$ cat src/rtl/regfile_pkg.sv
// Shared types and helpers for the parametrised N-read / 1-write register file.
// The field macros slice port p's lane out of a flat per-port bus.
`ifndef REGFILE_PKG_MACROS
`define REGFILE_PKG_MACROS
`define RF_FIELD(vec, idx, w) vec[(idx)*(w) +: (w)]
`define RF_ADR_FIELD(vec, idx) `RF_FIELD(vec, idx, ADR_W)
`define RF_DAT_FIELD(vec, idx) `RF_FIELD(vec, idx, WIDTH)
`endif

package regfile_pkg;

  typedef enum logic {
    ST_INIT  = 1'b0,
    ST_READY = 1'b1
  } rf_state_e;

  // Address bits needed to reach entries 0..value-1.
  function automatic int clog2(input int value);
    int r;
    r = 32'sd0;
    for (int v = value - 32'sd1; v > 32'sd0; v = v / 32'sd2) begin
      r = r + 32'sd1;
    end
    return r;
  endfunction

endpackage

$ cat src/rtl/regfile_nr1w_param_if.sv
// Request/response bundle of the register file: flat per-port read lanes,
// one write port, and the init / address-error status.
interface regfile_nr1w_param_if #(
  parameter int WIDTH    = 32'sd32,
  parameter int RD_PORTS = 32'sd2,
  parameter int ADR_W    = 32'sd5
);
  logic [RD_PORTS-1:0]       rd_en;
  logic [RD_PORTS*ADR_W-1:0] rd_adr;
  logic [RD_PORTS*WIDTH-1:0] rd_dat;
  logic [RD_PORTS-1:0]       rd_vld;
  logic                      wr_en;
  logic [ADR_W-1:0]          wr_adr;
  logic [WIDTH-1:0]          wr_dat;
  logic                      init_busy;
  logic                      adr_err;

  modport master (
    output rd_en, rd_adr, wr_en, wr_adr, wr_dat,
    input  rd_dat, rd_vld, init_busy, adr_err
  );

  modport slave (
    input  rd_en, rd_adr, wr_en, wr_adr, wr_dat,
    output rd_dat, rd_vld, init_busy, adr_err
  );
endinterface

$ cat src/rtl/regfile_init_seq.sv
// Post-reset clear sequencer: walks every entry once, then hands the array
// over to the user ports until the next reset.
module regfile_init_seq
  import regfile_pkg::*;
#(
  parameter int DEPTH = 32'sd32,
  parameter int ADR_W = 32'sd5
) (
  input  logic             clk,
  input  logic             rst_n,
  output logic             init_busy,
  output logic             init_we,
  output logic [ADR_W-1:0] init_adr
);
  localparam logic [ADR_W-1:0] LAST_ADR = ADR_W'(DEPTH - 32'sd1);

  rf_state_e        state_q, state_d;
  logic [ADR_W-1:0] cnt_q, cnt_d;
  logic             busy_q, busy_d;

  // Next state: one entry per cycle, leave INIT right after the last entry.
  always_comb begin
    state_d = state_q;
    cnt_d   = cnt_q;
    busy_d  = busy_q;
    case (state_q)
      ST_INIT: begin
        if (cnt_q == LAST_ADR) begin
          state_d = ST_READY;
          cnt_d   = '0;
          busy_d  = 1'b0;
        end else begin
          state_d = ST_INIT;
          cnt_d   = cnt_q + ADR_W'(1'b1);
          busy_d  = 1'b1;
        end
      end
      ST_READY: begin
        state_d = ST_READY;
        cnt_d   = '0;
        busy_d  = 1'b0;
      end
      default: begin
        state_d = ST_INIT;
        cnt_d   = '0;
        busy_d  = 1'b1;
      end
    endcase
  end

  // Sequencer registers; reset always restarts the clear from entry 0.
  always_ff @(posedge clk) begin
    if (!rst_n) begin
      state_q <= ST_INIT;
      cnt_q   <= '0;
      busy_q  <= 1'b1;
    end else begin
      state_q <= state_d;
      cnt_q   <= cnt_d;
      busy_q  <= busy_d;
    end
  end

  assign init_busy = busy_q;
  assign init_we   = busy_q;
  assign init_adr  = cnt_q;

endmodule

$ cat src/rtl/regfile_nr1w_param.sv
// Parametrised register file: RD_PORTS registered read ports, one write port,
// hardware clear to INIT_VALUE after every reset.
module regfile_nr1w_param
  import regfile_pkg::*;
#(
  parameter int               WIDTH      = 32'sd32,
  parameter int               DEPTH      = 32'sd32,
  parameter int               RD_PORTS   = 32'sd2,
  parameter bit               BYPASS     = 1'b1,
  parameter logic [WIDTH-1:0] INIT_VALUE = '0
) (
  input logic                 clk,
  input logic                 rst_n,
  regfile_nr1w_param_if.slave bus
);
  localparam int               ADR_W     = clog2(DEPTH);
  localparam logic [ADR_W:0]   DEPTH_LIM = (ADR_W + 32'sd1)'(DEPTH);

  logic [WIDTH-1:0]          mem_q [DEPTH];
  logic                      init_busy_s, init_we_s;
  logic [ADR_W-1:0]          init_adr_s;
  logic                      mem_we_s;
  logic [ADR_W-1:0]          mem_wadr_s;
  logic [WIDTH-1:0]          mem_wdat_s;
  logic [RD_PORTS*WIDTH-1:0] rd_dat_q, rd_dat_d;
  logic [RD_PORTS-1:0]       rd_vld_q, rd_vld_d;
  logic                      adr_err_q, adr_err_d;

  function automatic logic in_range(input logic [ADR_W-1:0] adr);
    return ({1'b0, adr} < DEPTH_LIM);
  endfunction

  regfile_init_seq #(
    .DEPTH (DEPTH),
    .ADR_W (ADR_W)
  ) u_init_seq (
    .clk       (clk),
    .rst_n     (rst_n),
    .init_busy (init_busy_s),
    .init_we   (init_we_s),
    .init_adr  (init_adr_s)
  );

  // Single array write port: clear sequencer first, then the user write.
  always_comb begin
    mem_we_s   = 1'b0;
    mem_wadr_s = '0;
    mem_wdat_s = '0;
    if (!rst_n) begin
      mem_we_s = 1'b0;
    end else if (init_we_s) begin
      mem_we_s   = 1'b1;
      mem_wadr_s = init_adr_s;
      mem_wdat_s = INIT_VALUE;
    end else if (bus.wr_en && in_range(bus.wr_adr)) begin
      mem_we_s   = 1'b1;
      mem_wadr_s = bus.wr_adr;
      mem_wdat_s = bus.wr_dat;
    end else begin
      mem_we_s = 1'b0;
    end
  end

  // Storage array; kept bare so a hard macro can sit behind the same ports.
  always_ff @(posedge clk) begin
    if (mem_we_s) begin
      mem_q[mem_wadr_s] <= mem_wdat_s;
    end
  end

  // Read lanes: idle ports hold data, bad addresses read as zero and flag an error.
  always_comb begin
    rd_dat_d  = rd_dat_q;
    rd_vld_d  = '0;
    adr_err_d = 1'b0;
    if (!init_busy_s) begin
      adr_err_d = bus.wr_en & ~in_range(bus.wr_adr);
      for (int p = 32'sd0; p < RD_PORTS; p++) begin
        if (bus.rd_en[p]) begin
          rd_vld_d[p] = 1'b1;
          if (!in_range(`RF_ADR_FIELD(bus.rd_adr, p))) begin
            adr_err_d                 = 1'b1;
            `RF_DAT_FIELD(rd_dat_d, p) = '0;
          end else if (BYPASS && bus.wr_en && (bus.wr_adr == `RF_ADR_FIELD(bus.rd_adr, p))) begin
            `RF_DAT_FIELD(rd_dat_d, p) = bus.wr_dat;
          end else begin
            `RF_DAT_FIELD(rd_dat_d, p) = mem_q[`RF_ADR_FIELD(bus.rd_adr, p)];
          end
        end else begin
          rd_vld_d[p] = 1'b0;
        end
      end
    end else begin
      adr_err_d = 1'b0;
    end
  end

  // Registered read data, valid flags and error pulse.
  always_ff @(posedge clk) begin
    if (!rst_n) begin
      rd_dat_q  <= '0;
      rd_vld_q  <= '0;
      adr_err_q <= 1'b0;
    end else begin
      rd_dat_q  <= rd_dat_d;
      rd_vld_q  <= rd_vld_d;
      adr_err_q <= adr_err_d;
    end
  end

  assign bus.rd_dat    = rd_dat_q;
  assign bus.rd_vld    = rd_vld_q;
  assign bus.adr_err   = adr_err_q;
  assign bus.init_busy = init_busy_s;

endmodule

$ cat src/flat_wrapper.sv
// flat-port wrapper written by rule: the top's interface ports become plain ports
module regfile_nr1w_param_flat import regfile_pkg::*;
#(
  parameter int               WIDTH      = 32'sd32,
  parameter int               DEPTH      = 32'sd32,
  parameter int               RD_PORTS   = 32'sd2,
  parameter bit               BYPASS     = 1'b1,
  parameter logic [WIDTH-1:0] INIT_VALUE = '0
)
  (clk, rst_n, bus_rd_en, bus_rd_adr, bus_wr_en, bus_wr_adr, bus_wr_dat, bus_rd_dat, bus_rd_vld, bus_init_busy, bus_adr_err);
  regfile_nr1w_param_if #(.WIDTH(WIDTH), .RD_PORTS(RD_PORTS), .ADR_W((5))) bus_i ();
  input logic clk;
  input logic rst_n;
  input wire logic [$bits(bus_i.rd_en)-1:0] bus_rd_en;
  input wire logic [$bits(bus_i.rd_adr)-1:0] bus_rd_adr;
  input wire logic [$bits(bus_i.wr_en)-1:0] bus_wr_en;
  input wire logic [$bits(bus_i.wr_adr)-1:0] bus_wr_adr;
  input wire logic [$bits(bus_i.wr_dat)-1:0] bus_wr_dat;
  output wire logic [$bits(bus_i.rd_dat)-1:0] bus_rd_dat;
  output wire logic [$bits(bus_i.rd_vld)-1:0] bus_rd_vld;
  output wire logic [$bits(bus_i.init_busy)-1:0] bus_init_busy;
  output wire logic [$bits(bus_i.adr_err)-1:0] bus_adr_err;
  assign bus_i.rd_en = bus_rd_en;
  assign bus_i.rd_adr = bus_rd_adr;
  assign bus_i.wr_en = bus_wr_en;
  assign bus_i.wr_adr = bus_wr_adr;
  assign bus_i.wr_dat = bus_wr_dat;
  assign bus_rd_dat = bus_i.rd_dat;
  assign bus_rd_vld = bus_i.rd_vld;
  assign bus_init_busy = bus_i.init_busy;
  assign bus_adr_err = bus_i.adr_err;
  regfile_nr1w_param #(.WIDTH(WIDTH), .DEPTH(DEPTH), .RD_PORTS(RD_PORTS), .BYPASS(BYPASS), .INIT_VALUE(INIT_VALUE)) u_core (.clk(clk), .rst_n(rst_n), .bus(bus_i));
endmodule
$ cat config.mk
export PLATFORM = sky130hd
export DESIGN_NAME = regfile_nr1w_param_flat
export DESIGN_NICKNAME = d
export VERILOG_FILES = /design/src/rtl/regfile_pkg.sv /design/src/rtl/regfile_nr1w_param_if.sv /design/src/rtl/regfile_init_seq.sv /design/src/rtl/regfile_nr1w_param.sv /design/src/flat_wrapper.sv
export SDC_FILE = /design/constraint.sdc
export NUM_CORES = 1
export LEC_CHECK = 0
export BUFFER_PORTS_ARGS = -buffer_cell sky130_fd_sc_hd__buf_2
export CORE_ASPECT_RATIO = 1.4
export CORE_MARGIN = 4
export CORE_UTILIZATION = 50
export CTS_CLUSTER_SIZE = 12
export DETAILED_ROUTE_END_ITERATION = 10
export PLACE_DENSITY = 0.72
export SYNTH_ARGS = -nofsm -noshare
export SYNTH_HDL_FRONTEND = slang
export SYNTH_SLANG_ARGS = --single-unit
$ cat constraint.sdc
create_clock -name clk -period 6.2 [get_ports clk]
set_clock_uncertainty 0.05 [all_clocks]
set_input_delay 1.24 -clock clk [delete_from_list [all_inputs] [get_ports clk]]
set_output_delay 1.24 -clock clk [all_outputs]
set_load 0.05 [all_outputs]
# Yosys cells after proc, flatten, opt, wreduce, memory -nomap -nowiden

Memory sizes are Yosys's and may differ from the RTL's. A register that Yosys moved wholly into a read port is not among the register bits.
Index checks and enable logic that the tools add are counted.

Bits of input ports: 52
Output and inout bits: 68
Register bits: 9
Word-level logic and storage cells: 34
Memories: 1
Memory bits (writable): 1024

Memories:

| memory       | words | bits a word | read ports | clocked after Yosys merged registers in | wr ports | RTL line                 | source |
|---|---|---|---|---|---|---|---|
| u_core.mem_q | 32    | 32          | 2          | 2                                       | 1        | regfile_nr1w_param.sv:19 | `logic [WIDTH-1:0] mem_q [DEPTH];` |

Add/subtract/negate cells: 1
Bitwise logic cells: 3
Eq/ne operators: 1
Reduce and logical (&&, ||, !) cells: 5
Multiplexer cells: 19

Operators by type and width:

| operator                                    | number |
|---|---|
| two-way mux 32 bit                          | 3 |
| two-way mux 5 bit                           | 4 |
| one-hot mux 5 bit (2 select lines)          | 1 |
| two-way mux 1 bit                           | 9 |
| adder 5 x 1 -> 5 bit, second input constant | 1 |
| == test 5 bit, second input constant        | 1 |
| one-hot mux 1 bit (2 select lines)          | 2 |
| AND reduction 2 bit                         | 2 |
| inverter 1 bit                              | 3 |
| zero test 1 bit                             | 2 |
| OR reduction 2 bit                          | 1 |

# Depth between registers and ports, before layout

Depth after elaboration: 5
Gate-level depth with buffers: 10
Gate-level depth less buffers: 6

# Cells and area by module

A second synthesis with hierarchy kept.

Cells, all modules: 2710
Area total of the unflattened synthesis: 50759.9 µm²

By module, submodules not included:

| module             | seq. area each (µm²) | area an instance (µm²) | cells each | times used |
|---|---|---|---|---|
| regfile_nr1w_param | 32070.8              | 50493.4                | 2687       | 1 |
| regfile_init_seq   | 140.1                | 266.5                  | 23         | 1 |

# Least setup slack after synthesis

No wires, ideal clock.

Kind: input -> register
Start point: in bus_wr_en
End point: mem u_core.mem_q[10][0] in the netlist's numbering, enable pin
Arrival: 3.548 ns
Path slack: 2.181 ns
Path buffers: 0
Library setup time: 0.421 ns
Stages: 4
Data required time: 5.729 ns
Cell sequence: and3b_1 or2_2 or3_1 nor2_1

Longest elaborated chain between the ends: 5
Elaborated cells between the ends (all ways): 8
Classes of those cells: mux: 8

Ends and longest elaborated chain:

| element                                 | RTL line                 | source |
|---|---|---|
| start: declaration                      | flat_wrapper.sv:16       | `input wire logic [$bits(bus_i.wr_en)-1:0] bus_wr_en;` |
| two-way mux 1 bit                       | regfile_nr1w_param.sv:55 | `end else if (bus.wr_en && in_range(bus.wr_adr)) begin` |
| two-way mux 1 bit                       | regfile_nr1w_param.sv:51 | `end else if (init_we_s) begin` |
| two-way mux 1 bit                       | regfile_nr1w_param.sv:49 | `if (!rst_n) begin` |
| two-way mux 1 bit                       | regfile_nr1w_param.sv:66 | `if (mem_we_s) begin` |
| two-way mux 1 bit (implied by the code) | regfile_nr1w_param.sv:67 | `mem_q[mem_wadr_s] <= mem_wdat_s;` |
| end: declaration                        | regfile_nr1w_param.sv:19 |  |

Parallel ways exist; a longest one is shown, timed or not.

# Worst setup path in the final report

Start point: in bus_wr_en
End point: mem u_core.mem_q[6][13] in the netlist's numbering (data pin)

Longest elaborated chain between the ends: 3

Ends and longest elaborated chain:

| element                         | RTL line                 | source |
|---|---|---|
| two-way mux 32 bit              | regfile_nr1w_param.sv:55 |  |
| two-way mux 32 bit              | regfile_nr1w_param.sv:51 |  |
| two-way mux 32 bit              | regfile_nr1w_param.sv:49 |  |
| named net u_core.mem_wdat_s[13] | regfile_nr1w_param.sv:24 | `logic [WIDTH-1:0] mem_wdat_s;` |

The timed path passes the listed nets, and every way through them passes these cells.

==> run_results.csv <==
group,metric,value,unit
cts,clk_latency,0.72,ns
sta,setup_viol,0,
cts,clockBufferDepth,3,
sta,tightest_slew,1.312,ns
synthesis,ys_top_cells_by_area,"edfxtp_1 60%, mux2i_1 15%, mux4_2 5.9%",
detailed_routing,vias,33162,
synthesis,syn-cell-area,0.05111,mm2
setup_path,crit_end,"u_core.mem_q[6][13]",
synthesis,syn_nets,3539,
synthesis,synth_ff_type,"edfxtp_1",
power_and_ir_drop,p_leak,21.57,nW
setup_path,crit_type,"in2reg",
place,place_area,0.05354,mm2
floorplanning,die_h,386.3,um
sta,maxSlewViolCount,0,
setup_path,cpLargestDelayFamily,"simple AND/OR/NAND/NOR gates",
cts,path_clk_slew,0.06,ns
synthesis,ys_seq_area_share,63.02,%
cts,clockRootBuffer,"clkbuf_16",
floorplanning,die_x,278.2,um
cts,cts_resized,0,
finish,final_cell_mix,"1024 x edfxtp_1, 762 x mux2i_1, 314 x a22oi_1",
setup_path,arrival,4.24,ns
sta,final.min_clock_period,3.932,ns
place,gp_congestion,0.8935,
cts,cts_tree,"yes",
setup_path,ff2ff_path_depth,5,
setup_path,cp_max_fo,32,
cts,numCtsBuffers,105,
min_path,hold_path_class,"reg2reg",
cts,cts_setup_buffers,0,
synthesis,synthDistinctLibCells,45,
place,port_buffers,118,
setup_path,crit_path_cell_trace,"buf_2, nor2b_1, and2_2, buf_4, nand2_1, inv_1",
detailed_routing,vias_per_cell,6.703,
synthesis,synth_top_area_cell,"edfxtp_1",
setup_path,crit_path_start_kind,"input port",
setup_path,critical-path-max-stage-delay,0.89,ns
finish,syn2layout_area_growth,10.94,%
grt,grt_pass1_wl,223.6,mm
detailed_routing,wl_per_cell,31.35,um
place,hpwl,94.68,mm
synthesis,synth_seq_cells,1097,
grt,grt_pass1_vias,33463,
finish,mostFrequentLayoutCell,"edfxtp_1",
setup_path,endpoint_kind,"register",
synthesis,yosys_warnings,0,
power_and_ir_drop,cellPowerDensity,267.6,mW/mm2
setup_path,crit_buf_inv,3,
power_and_ir_drop,ir_worst_vdd,0.0002103,V
grt,grt_max_degree,106,
grt,antenna_found_initial,3,
setup_path,required,6.51,ns
detailed_routing,drt_iter0_drc,3822,
sta,hold_viol_final,0,
sta,setup_slack,2.268,ns
sta,hold_ws,0.4225,ns
synthesis,synth.avg_cell_area,14.67,um2
synthesis,synth_async_sr_flop_share,0,%
run,maxCapViolations,0,
detailed_routing,drt_wl_total,155.1,mm
setup_path,crit_slowest_cell,"and2_2",
grt,overflow,0,
detailed_routing,drc,0,
synthesis,synth_edf_count,1024,
cts,htreeDepth,3,
sta,max_slew_margin,12.33,%
cts,cts_sinks,1097,
sta,setup_tns,0,ns
status,status,"finished clean",
floorplanning,io_pins,120,
finish,drive_gt1_share,16.02,%
floorplanning,start_util,50.43,%
sta,clock.fmax,254.3,MHz
min_path,worstHoldPathCells,2,
floorplanning,rows,138,
finish,final_area,0.05671,mm2
setup_path,critical_path.reg2reg.endpoint,"u_core.mem_q[6][13]",
detailed_routing,ant_nets,0,
synthesis,synth_cells,3485,
detailed_routing,first_pass_iters,8,
sta,timing.final.crit_share,63.42,%
setup_path,cp.depth,6,
sta,rsz0062_at_grt,"false",
place,post-place-ws,1.564,ns
setup_path,ff2ff_setup_slack,2.42,ns
grt,grt_util_all_layers,28.23,%
cts,hold_buffers,0,
setup_path,r2r-start,"u_core.u_init_seq.init_busy",
synthesis,synth_top_cell_area_share,60.16,%
floorplanning,die_area,0.1075,mm2
setup_path,startpoint,"bus_wr_en",
finish,nets,3584,
floorplanning,core_area,0.1014,mm2
[where the power goes]
part / internal [W] / leakage, nW / switching [W]
Clock: 0.00333 / 1.51 / 0.00274
Sequential: 0.00801 / 11.3 / 0.0000189
Combinational: 0.000386 / 8.76 / 0.000689
Total: 0.0117 / 21.6 / 0.00345
[Yosys cell counts (all sizes together), types with 62 or more instances]
cell type	count
nand2	298
clkbuf	143
mux2i	762
edfxtp	1024
a22oi	315
o211ai	62
nand3	196
a21oi	125
buf	125
dfxtp	73
mux4	133
nand4	67
[per-stage QoR]
step           std cells  util [%]  power [W]
2_1_floorplan       3485         -   0.008885
3_3_place_gp        4753     52.83   0.009245
3_5_place_dp        4753     52.83   0.009251
4_1_cts             4944     55.94    0.01518
5_1_grt             4944     55.94    0.01555
6_report            4947     55.95    0.01517
[registers in the layout, summed over array words and instances, names as in the netlist]
register and cells:
u_core.bus.rd_vld 2, u_core.bus.rd_dat 64, u_core.u_init_seq.init_busy 1, u_core.u_init_seq.state_q 1, u_core.mem_q 1024, u_core.u_init_seq.init_adr 5
[cell type report]
cell class / count / area [um2]
Multi-Input combinational cell: 2086 / 17970
Sequential cell: 1097 / 32210
Timing Repair Buffer: 206 / 1569
Fill cell: 7917 / 44650
Clock inverter: 10 / 98.84
Antenna cell: 3 / 7.507
Tap cell: 1330 / 1664
Inverter: 34 / 127.6
Clock buffer: 181 / 3057
[layer usage]
layer / wire, um / global-route usage [%] / vias up / share of wire (%)
li1: - / - / 13912 / -
met1: 55640 / 34.08 / 16934 / 36
met2: 77550 / 48.43 / 1856 / 50
met3: 12420 / 4.539 / 458 / 8.0
met4: 9477 / 16.00 / 2 / 6.1
met5: 14 / 0 / - / 0.0090
[tightest hold or removal path, cell delays in order, from the launching register on]
cell and delay [ns]:
dfxtp_1 0.32, nand2_1 0.06, o211ai_2 0.06
[logic make-up after synthesis]
family,Yosys count,synth area share (%)
simple gates,655,6.027
flops,1097,63.02
buf+inv,302,2.563
xor+xnor,12,0.2056
mux,895,20.78
other cells,1,0.007337
compound gates,521,7.348
fa+ha+maj,2,0.04895
[worst min-delay path by stage]
| stage | start | to |
|---|---|---|
| 2_1_floorplan | u_core.u_init_seq.init_adr[3] | u_core.u_init_seq.init_adr[3] |
| 3_3_place_gp | u_core.bus.rd_dat[12] | u_core.bus.rd_dat[12] |
| 3_5_place_dp | u_core.bus.rd_dat[12] | u_core.bus.rd_dat[12] |
| 4_1_cts | u_core.bus.rd_dat[12] | u_core.bus.rd_dat[12] |
| 5_1_grt | u_core.bus.rd_dat[4] | u_core.bus.rd_dat[4] |
| 6_report | u_core.bus.rd_dat[9] | u_core.bus.rd_dat[9] |
(Power assumes the default switching activity.)
